**src/rtl/perf_pkg.sv**
```systemverilog
// perf_pkg: event indices, read-select offsets and trace entry layout for the perf monitor
package perf_pkg;
  localparam int EVT_STALL = 0;
  localparam int EVT_FLUSH = 1;
  localparam int EVT_RETIRE = 2;
  localparam int EVT_BRANCH = 3;
  localparam int SEL_CYCLE_OFS = 0;
  localparam int SEL_DROP_OFS = 1;
  localparam int TRC_CNT_W = 32;
  localparam int TRC_PC_W = 32;
  localparam int TRC_EVT_W = 4;
  typedef struct packed {
    logic [TRC_CNT_W-1:0] cycle;
    logic [TRC_PC_W-1:0]  pc;
    logic [TRC_EVT_W-1:0] evt;
  } trace_entry_t;
  function automatic int sel_cycle(input int num_evt);
    return num_evt + SEL_CYCLE_OFS;
  endfunction
  function automatic int sel_drop(input int num_evt);
    return num_evt + SEL_DROP_OFS;
  endfunction
endpackage

```
**src/rtl/perf_trace_fifo.sv**
```systemverilog
// perf_trace_fifo: first-word-fall-through FIFO with level and synchronous flush
module perf_trace_fifo #(
  parameter int WIDTH = 8,
  parameter int DEPTH = 16
) (
  input  logic                     clk_i,
  input  logic                     rst_i,
  input  logic                     flush_i,
  input  logic                     push_i,
  input  logic                     pop_i,
  input  logic [WIDTH-1:0]         wdata_i,
  output logic [WIDTH-1:0]         rdata_o,
  output logic                     full_o,
  output logic                     empty_o,
  output logic [$clog2(DEPTH):0]   level_o
);
  localparam int AW = $clog2(DEPTH);
  localparam int LW = AW + 1;
  logic [WIDTH-1:0] mem_q [DEPTH];
  logic [AW-1:0] wr_q, rd_q;
  logic [LW-1:0] lvl_q;
  logic do_push, do_pop;
  assign empty_o = lvl_q == '0;
  assign full_o = lvl_q == LW'(DEPTH);
  assign level_o = lvl_q;
  assign rdata_o = mem_q[rd_q];
  assign do_pop = pop_i & ~empty_o;
  // a full FIFO still accepts a push when the head leaves on the same edge
  assign do_push = push_i & (~full_o | do_pop);
  always_ff @(posedge clk_i) begin
    if (rst_i || flush_i) begin
      wr_q <= '0;
      rd_q <= '0;
      lvl_q <= '0;
    end else begin
      wr_q <= wr_q + AW'(do_push);
      rd_q <= rd_q + AW'(do_pop);
      lvl_q <= lvl_q + LW'(do_push) - LW'(do_pop);
    end
  end
  always_ff @(posedge clk_i) begin
    if (do_push) mem_q[wr_q] <= wdata_i;
  end
endmodule

```
**src/rtl/pipeline_perf_monitor.sv**
```systemverilog
// pipeline_perf_monitor: saturating event/cycle counters, read mux and PC/event trace FIFO
module pipeline_perf_monitor
  import perf_pkg::*;
#(
  parameter int NUM_EVT = 4,
  parameter int CNT_W = 32,
  parameter int PC_W = 32,
  parameter int TRACE_DEPTH = 16,
  parameter int MAX_CYCLES = 64
) (
  input  logic                           clk_i,
  input  logic                           rst_i,
  input  logic                           start_i,
  input  logic                           freeze_i,
  input  logic                           clear_i,
  input  logic [NUM_EVT-1:0]             evt_i,
  input  logic [PC_W-1:0]                pc_i,
  input  logic                           pc_valid_i,
  input  logic [$clog2(NUM_EVT+2)-1:0]   rd_sel_i,
  output logic [CNT_W-1:0]               rd_cnt_o,
  output logic [CNT_W-1:0]               cycle_o,
  output logic                           done_o,
  output logic                           trc_valid_o,
  input  logic                           trc_ready_i,
  output logic [CNT_W-1:0]               trc_cycle_o,
  output logic [PC_W-1:0]                trc_pc_o,
  output logic [NUM_EVT-1:0]             trc_evt_o,
  output logic [$clog2(TRACE_DEPTH):0]   trc_level_o,
  output logic                           trc_ovf_o
);
  localparam int SW = $clog2(NUM_EVT + 2);
  localparam int EW = CNT_W + PC_W + NUM_EVT;
  localparam logic [CNT_W-1:0] CMAX = '1;
  logic [CNT_W-1:0] cyc_q, cyc_d, drop_q, drop_d, rd_q, rd_d;
  logic [CNT_W-1:0] evt_q [NUM_EVT];
  logic [CNT_W-1:0] evt_d [NUM_EVT];
  logic done_q, done_d, ovf_q, ovf_d;
  logic active, push_req, pop, drop, full, empty;
  logic [EW-1:0] rdata;
  assign active = start_i & ~freeze_i & ~done_q;
  assign push_req = active & (|evt_i | pc_valid_i);
  assign pop = trc_valid_o & trc_ready_i;
  assign drop = push_req & full & ~pop;
  always_comb begin
    cyc_d = active && cyc_q != CMAX ? cyc_q + 1'b1 : cyc_q;
    done_d = done_q | (MAX_CYCLES != 0 && active && cyc_d == CNT_W'(MAX_CYCLES));
    drop_d = drop && drop_q != CMAX ? drop_q + 1'b1 : drop_q;
    ovf_d = ovf_q | drop;
    for (int k = 0; k < NUM_EVT; k++)
      evt_d[k] = active && evt_i[k] && evt_q[k] != CMAX ? evt_q[k] + 1'b1 : evt_q[k];
    rd_d = '0;
    for (int k = 0; k < NUM_EVT; k++)
      if (rd_sel_i == SW'(k)) rd_d = evt_q[k];
    if (rd_sel_i == SW'(sel_cycle(NUM_EVT))) rd_d = cyc_q;
    if (rd_sel_i == SW'(sel_drop(NUM_EVT))) rd_d = drop_q;
  end
  always_ff @(posedge clk_i) begin
    if (rst_i || clear_i) begin
      cyc_q <= '0;
      drop_q <= '0;
      rd_q <= '0;
      done_q <= 1'b0;
      ovf_q <= 1'b0;
      for (int k = 0; k < NUM_EVT; k++) evt_q[k] <= '0;
    end else begin
      cyc_q <= cyc_d;
      drop_q <= drop_d;
      rd_q <= rd_d;
      done_q <= done_d;
      ovf_q <= ovf_d;
      for (int k = 0; k < NUM_EVT; k++) evt_q[k] <= evt_d[k];
    end
  end
  // entries carry the cycle stamp taken before this edge's increment
  perf_trace_fifo #(.WIDTH(EW), .DEPTH(TRACE_DEPTH)) u_fifo (
    .clk_i   (clk_i),
    .rst_i   (rst_i),
    .flush_i (clear_i),
    .push_i  (push_req),
    .pop_i   (pop),
    .wdata_i ({cyc_q, pc_i, evt_i}),
    .rdata_o (rdata),
    .full_o  (full),
    .empty_o (empty),
    .level_o (trc_level_o)
  );
  assign {trc_cycle_o, trc_pc_o, trc_evt_o} = rdata;
  assign trc_valid_o = ~empty;
  assign rd_cnt_o = rd_q;
  assign cycle_o = cyc_q;
  assign done_o = done_q;
  assign trc_ovf_o = ovf_q;
endmodule

```
**config.mk**
```make
export PLATFORM = sky130hd
export DESIGN_NAME = pipeline_perf_monitor
export DESIGN_NICKNAME = d
export VERILOG_FILES = /design/src/rtl/perf_pkg.sv /design/src/rtl/perf_trace_fifo.sv /design/src/rtl/pipeline_perf_monitor.sv
export SDC_FILE = /design/constraint.sdc
export NUM_CORES = 1
export LEC_CHECK = 0
export ABC_AREA = 1
export BUFFER_PORTS_ARGS = -buffer_cell sky130_fd_sc_hd__buf_4
export CORE_MARGIN = 2
export CORE_UTILIZATION = 50
export CTS_BUF_LIST = sky130_fd_sc_hd__clkbuf_8
export DETAILED_ROUTE_END_ITERATION = 10
export GPL_ROUTABILITY_DRIVEN = 0
export PLACE_DENSITY = 0.67
export SLEW_MARGIN = 20
export SYNTH_ARGS = -nofsm -noshare
export SYNTH_HDL_FRONTEND = slang
export SYNTH_SLANG_ARGS = --single-unit
```
**constraint.sdc**
```tcl
create_clock -name clk_i -period 6.1 [get_ports clk_i]
set_input_delay 0.915 -clock clk_i [delete_from_list [all_inputs] [get_ports clk_i]]
set_output_delay 0.915 -clock clk_i [all_outputs]
set_load 0.03 [all_outputs]
```
# == Word level (Yosys, flattened, before mapping) ==
# Memories as Yosys holds them, arrays and structs flattened. A register that Yosys moved wholly into a read port is not among the register bits.
# Index checks and enable logic that the tools add are counted.
# word_totals
ff_bits,111
mem_bits_rw,1216
in_bits,46
output_inout_bits,140
wordCells,90
memories,2
# memory_table
memory,depth,width,rd,rd_ports_with_merged_regs,wr,line,rtl
u_fifo.mem_q,16,68,1,1,1,perf_trace_fifo.sv:19,logic [WIDTH-1:0] mem_q [DEPTH];
evt_q,4,32,4,0,4,pipeline_perf_monitor.sv:35,logic [CNT_W-1:0] evt_q [NUM_EVT];
# op_classes
n_addsub,10
n_eq_ne,13
n_mux,21
bitwise,21
n_reduce_logical,15
# ops
operator,n
32-bit 2-to-1 mux,15
"32-bit by 1-bit adder with 32-bit output, second input constant",6
"32-bit inequality test, second input constant",6
"32-bit by 7-bit == test with 1-bit output, second input constant",1
1-bit logical AND,11
4-bit by 1-bit adder with 4-bit output,2
1-bit AND,8
1-bit bitwise OR,8
"3-bit by 2-bit == test with 1-bit output, second input constant",2
"3-bit == test, second input constant",2
5-bit by 1-bit adder with 5-bit output,1
"5-bit == test, second input constant",1
5-bit zero test,1
1-bit 2-to-1 mux,5
1-bit inverter,5
5-bit by 1-bit subtractor with 5-bit output,1
4-bit 2-to-1 mux,1
4-bit OR reduction,1
"3-bit by 1-bit == test with 1-bit output, second input constant",1
3-bit zero test,1
1-bit logical OR,1

# == Longest topological paths before layout ==
# depth
word_depth,8
ltp_mapped,17
depth_no_buf,17

# == Modules after synthesis ==
# Synthesis repeated with hierarchy kept, for this count alone.
# unflattened
cells_unflattened,6345
hier_area_um2,59224.3
# by_module_without_submodules
mod,instances,cells_each,area_each_um2,seq_area_each_um2
perf_trace_fifo,1,4491,47132.7,32931.6
pipeline_perf_monitor,1,1854,12091.6,4524.3

# == Least setup slack after synthesis ==
# OpenSTA, ideal clock, no wires.
# synth_timing
path_type,input to register
start,input freeze_i
end,memory u_fifo.mem_q[10][0] in the netlist's numbering (enable)
setup_time_ps,495
arrival_time_ps,4749
t_required_ps,5605
slack_ps,857
stages,7
n_path_buf,0
cell_sequence,inv_2 -> nand2_1 -> nor2_4 -> nand2_1 -> a31oi_1 -> nand3_1 -> nor2_1
# synth_between
elab_chain_len,7
# synth_lines
element,line,rtl
from (decl),pipeline_perf_monitor.sv:14,"input logic freeze_i,"
1-bit inverter,pipeline_perf_monitor.sv:40,assign active = start_i & ~freeze_i & ~done_q;
1-bit AND (2 in series),pipeline_perf_monitor.sv:40,
1-bit AND,pipeline_perf_monitor.sv:41,assign push_req = active & (|evt_i | pc_valid_i);
1-bit AND,perf_trace_fifo.sv:29,assign do_push = push_i & (~full_o | do_pop);
1-bit 2-to-1 mux,perf_trace_fifo.sv:42,if (do_push) mem_q[wr_q] <= wdata_i;
1-bit 2-to-1 mux (not written as such),perf_trace_fifo.sv:42,
to (decl),perf_trace_fifo.sv:19,
# No other way between the ends.

==> results.json <==
{
  "status": "finished clean",
  "busiest_layer": "met2",
  "dp_hpwl_mm": 82.6,
  "grt_setup_unrepaired": "false",
  "cap_violations": 0,
  "synth.distinct_cells": 50,
  "drtIter0Drc": 3759,
  "vias_per_cell": 5.69,
  "async_reset_ff_frac": 0,
  "tritoncts": "yes",
  "syn_area_per_cell_um2": 11.6,
  "met2_usage": 0.393,
  "cts.htree.levels": 4,
  "overflow": 0,
  "finalHoldViolCount": 0,
  "slowest_delay_ns": 0.99,
  "rows": 122,
  "path_buf_inv": 3,
  "ir_worst_vdd_mv": 0.177,
  "timing.final.crit_share": 0.781,
  "netlist_instances": 4853,
  "grtUsageMet1": 0.329,
  "nNetsFinal": 5142,
  "cts-buffers-inserted": 212,
  "min-delay-path-class": "in2reg",
  "tightest_slew_ns": 1.11,
  "die_h_um": 339,
  "setup-tns-final_ns": 0,
  "worstPathCellList": "inv_8 > buf_4 > o211ai_1 > nand3_1 > nand2_1 > buf_4",
  "arrival_ns": 3.85,
  "critPathKind": "reg2out",
  "drive_above_1_share": 0.115,
  "route.detailed.drc": 0,
  "met3_usage": 0.0477,
  "avgRoutedWirePerCell_um": 21.3,
  "clock-root-buffer": "clkbuf_8",
  "cts_resized": 0,
  "area_growth_pct": 12.6,
  "ys_seq_elements": 1327,
  "finClkSkew_ns": 0.0348,
  "grt_max_degree": 155,
  "crit_path_end_kind": "primary output",
  "crit_slowest_cell": "dfxtp_4",
  "ant_nets": 0,
  "clock_path_buffers": 3,
  "setup_viol": 0,
  "total_power_mw": 19.1,
  "initial_core_util": 0.505,
  "critPathLaunchType": "register",
  "clock_latency_ns": 0.86,
  "timing.final.crit_period_ns": 4.76,
  "pin_count": 186,
  "syn-num-nets": 4916,
  "powerDensity_nw_per_um2": 302,
  "cpMostUsedCell": "buf_4",
  "synth_warnings": 0,
  "maxSlewHeadroom": 0.263,
  "synth-edff-count": 1088,
  "cp_max_fo": 154,
  "grt_pass1_vias": 36900,
  "cts_sinks": 1327,
  "post-cts-setup-buffer-count": 0,
  "grt_usage": 0.245,
  "syn_area_um2": 56100,
  "maxSlewViolCount": 0,
  "fp.dieW_um": 339,
  "wl_mm": 144,
  "antenna_found_initial": 3,
  "grt_pass1_wl_mm": 217,
  "leakage_nw": 20.9,
  "io_buffers": 185,
  "clock.fmax_mhz": 210,
  "die_area_um2": 115000,
  "first_pass_iters": 6,
  "synth_top_flop_cell": "edfxtp_1",
  "required_ns": 5.18,
  "ys_seq_area_frac": 0.668,
  "crit_family": "buffers and inverters",
  "num_vias": 38300,
  "hold_buffers": 0,
  "cts.clk_slew.worst_paths_ns": 0.06,
  "core-area_um2": 111000
}
-- per-layer routing --
metal / part of all wire / up-vias
li1: - / 17900
met1: 0.42 / 18600
met2: 0.47 / 1479
met3: 0.073 / 318
met4: 0.037 / 0
met5: 0 / -
-- metrics by stage --
step           utilization  hold WS, ns  cell area (um^2)  std cells  setup WS, ns
3_3_place_gp         0.534        0.448             59300       6353          1.82
4_1_cts              0.569        0.287             63100       6729          1.31
6_report             0.569        0.363             63100       6731          1.34
2_1_floorplan            -        0.436             56100       4853         0.857
3_5_place_dp         0.534        0.459             59300       6353          1.82
5_1_grt              0.569        0.320             63100       6731          1.12
-- path summary, 6_finish.rpt --
| path | start | to | slack (ns) | depth (start not counted) |
|---|---|---|---|---|
| setup / recovery | u_fifo.rd_q[1]$_SDFF_PP0_ | trc_cycle_o[2] | 1.34 | 6 |
| hold / removal | pc_i[11] | u_fifo.mem_q[11][15]$_DFFE_PP_ | 0.36 | 1 |
| setup reg to reg | u_fifo.level_o[2]$_SDFF_PP0_ | u_fifo.mem_q[15][49]$_DFFE_PP_ | 2.57 | 10 |
| hold reg to reg | evt_q[1][31]$_SDFFE_PP0P_ | evt_q[1][31]$_SDFFE_PP0P_ | 0.47 | 2 |
-- cells in the mapped netlist, types with 5 or more instances --
cell,number,area (um^2)
nor2_1,230,863
nand2_1,462,1730
nor2_2,12,75.1
o22ai_1,31,194
nor3_1,106,531
clkbuf_1,176,661
a211oi_1,7,52.6
nand3b_1,7,52.6
nor3b_1,24,180
o21ai_0,433,2170
mux2i_1,272,2720
buf_2,41,205
xor2_1,26,228
inv_2,14,52.6
dfxtp_1,239,4780
nor2_4,8,90.1
nand3_1,195,976
buf_1,27,101
o211ai_1,272,2040
a31oi_1,10,62.6
edfxtp_1,1088,32700
nor4_1,24,150
a21oi_1,477,2390
xnor2_1,7,61.3
and3_1,5,31.3
ha_1,16,200
inv_1,537,2020
nand2_2,8,50.1
o21a_1,8,60.1
nand4_1,54,338
-- placed cells by master (no fill, tap or decap), types with 12 or more instances in the layout --
cell	synthesis	routed
mux2i_1	272	272
clkbuf_8	0	227
nand3_1	195	194
o21ai_0	433	433
buf_12	0	17
nor4_1	24	24
nand2_1	462	462
a21oi_1	477	477
nor3b_1	24	24
nand4_1	54	54
clkinv_1	2	37
nor2_1	230	213
dfxtp_1	239	233
edfxtp_1	1088	1088
o211ai_1	272	272
inv_1	537	621
nor3_1	106	105
o22ai_1	31	31
nor2_4	8	25
xor2_1	26	26
nor2_2	12	12
ha_1	16	16
buf_4	2	244
-- cell type report --
cell class / count / area, um^2
clock inverter: 149 / 731
fill: 9188 / 47800
sequential: 1327 / 37500
clock buffer: 227 / 3120
timing repair buffer: 261 / 2170
antenna: 2 / 5.00
multi-input combinational: 2724 / 15700
inverter: 553 / 2090
tap: 1488 / 1860
-- cell families after synthesis --
group	count (synthesis)	synth area share
buffers and inverters	802	0.0551
multiplexers	272	0.0485
XOR/XNOR	34	0.00544
AO/OA/AOI/OAI	1247	0.125
flip-flops	1327	0.668
AND/OR/NAND/NOR	1154	0.0937
adder cells (fa/ha/maj)	17	0.00393
-- sequential cells by signal (all words and copies together) (netlist names) --
register	cells
done_o	1
rd_cnt_o	32
u_fifo.level_o	5
trc_ovf_o	1
u_fifo.mem_q	1088
drop_q	32
cycle_o	32
u_fifo.rd_q	4
u_fifo.wr_q	4
evt_q	128
-- where the power goes --
| group | switching [mW] | internal, mW | total (mW) |
|---|---|---|---|
| logic | 1.45 | 0.814 | 2.27 |
| registers | 0.0615 | 9.81 | 9.87 |
| clock network | 3.44 | 3.51 | 6.94 |
Power figures use the tool's default switching activity.
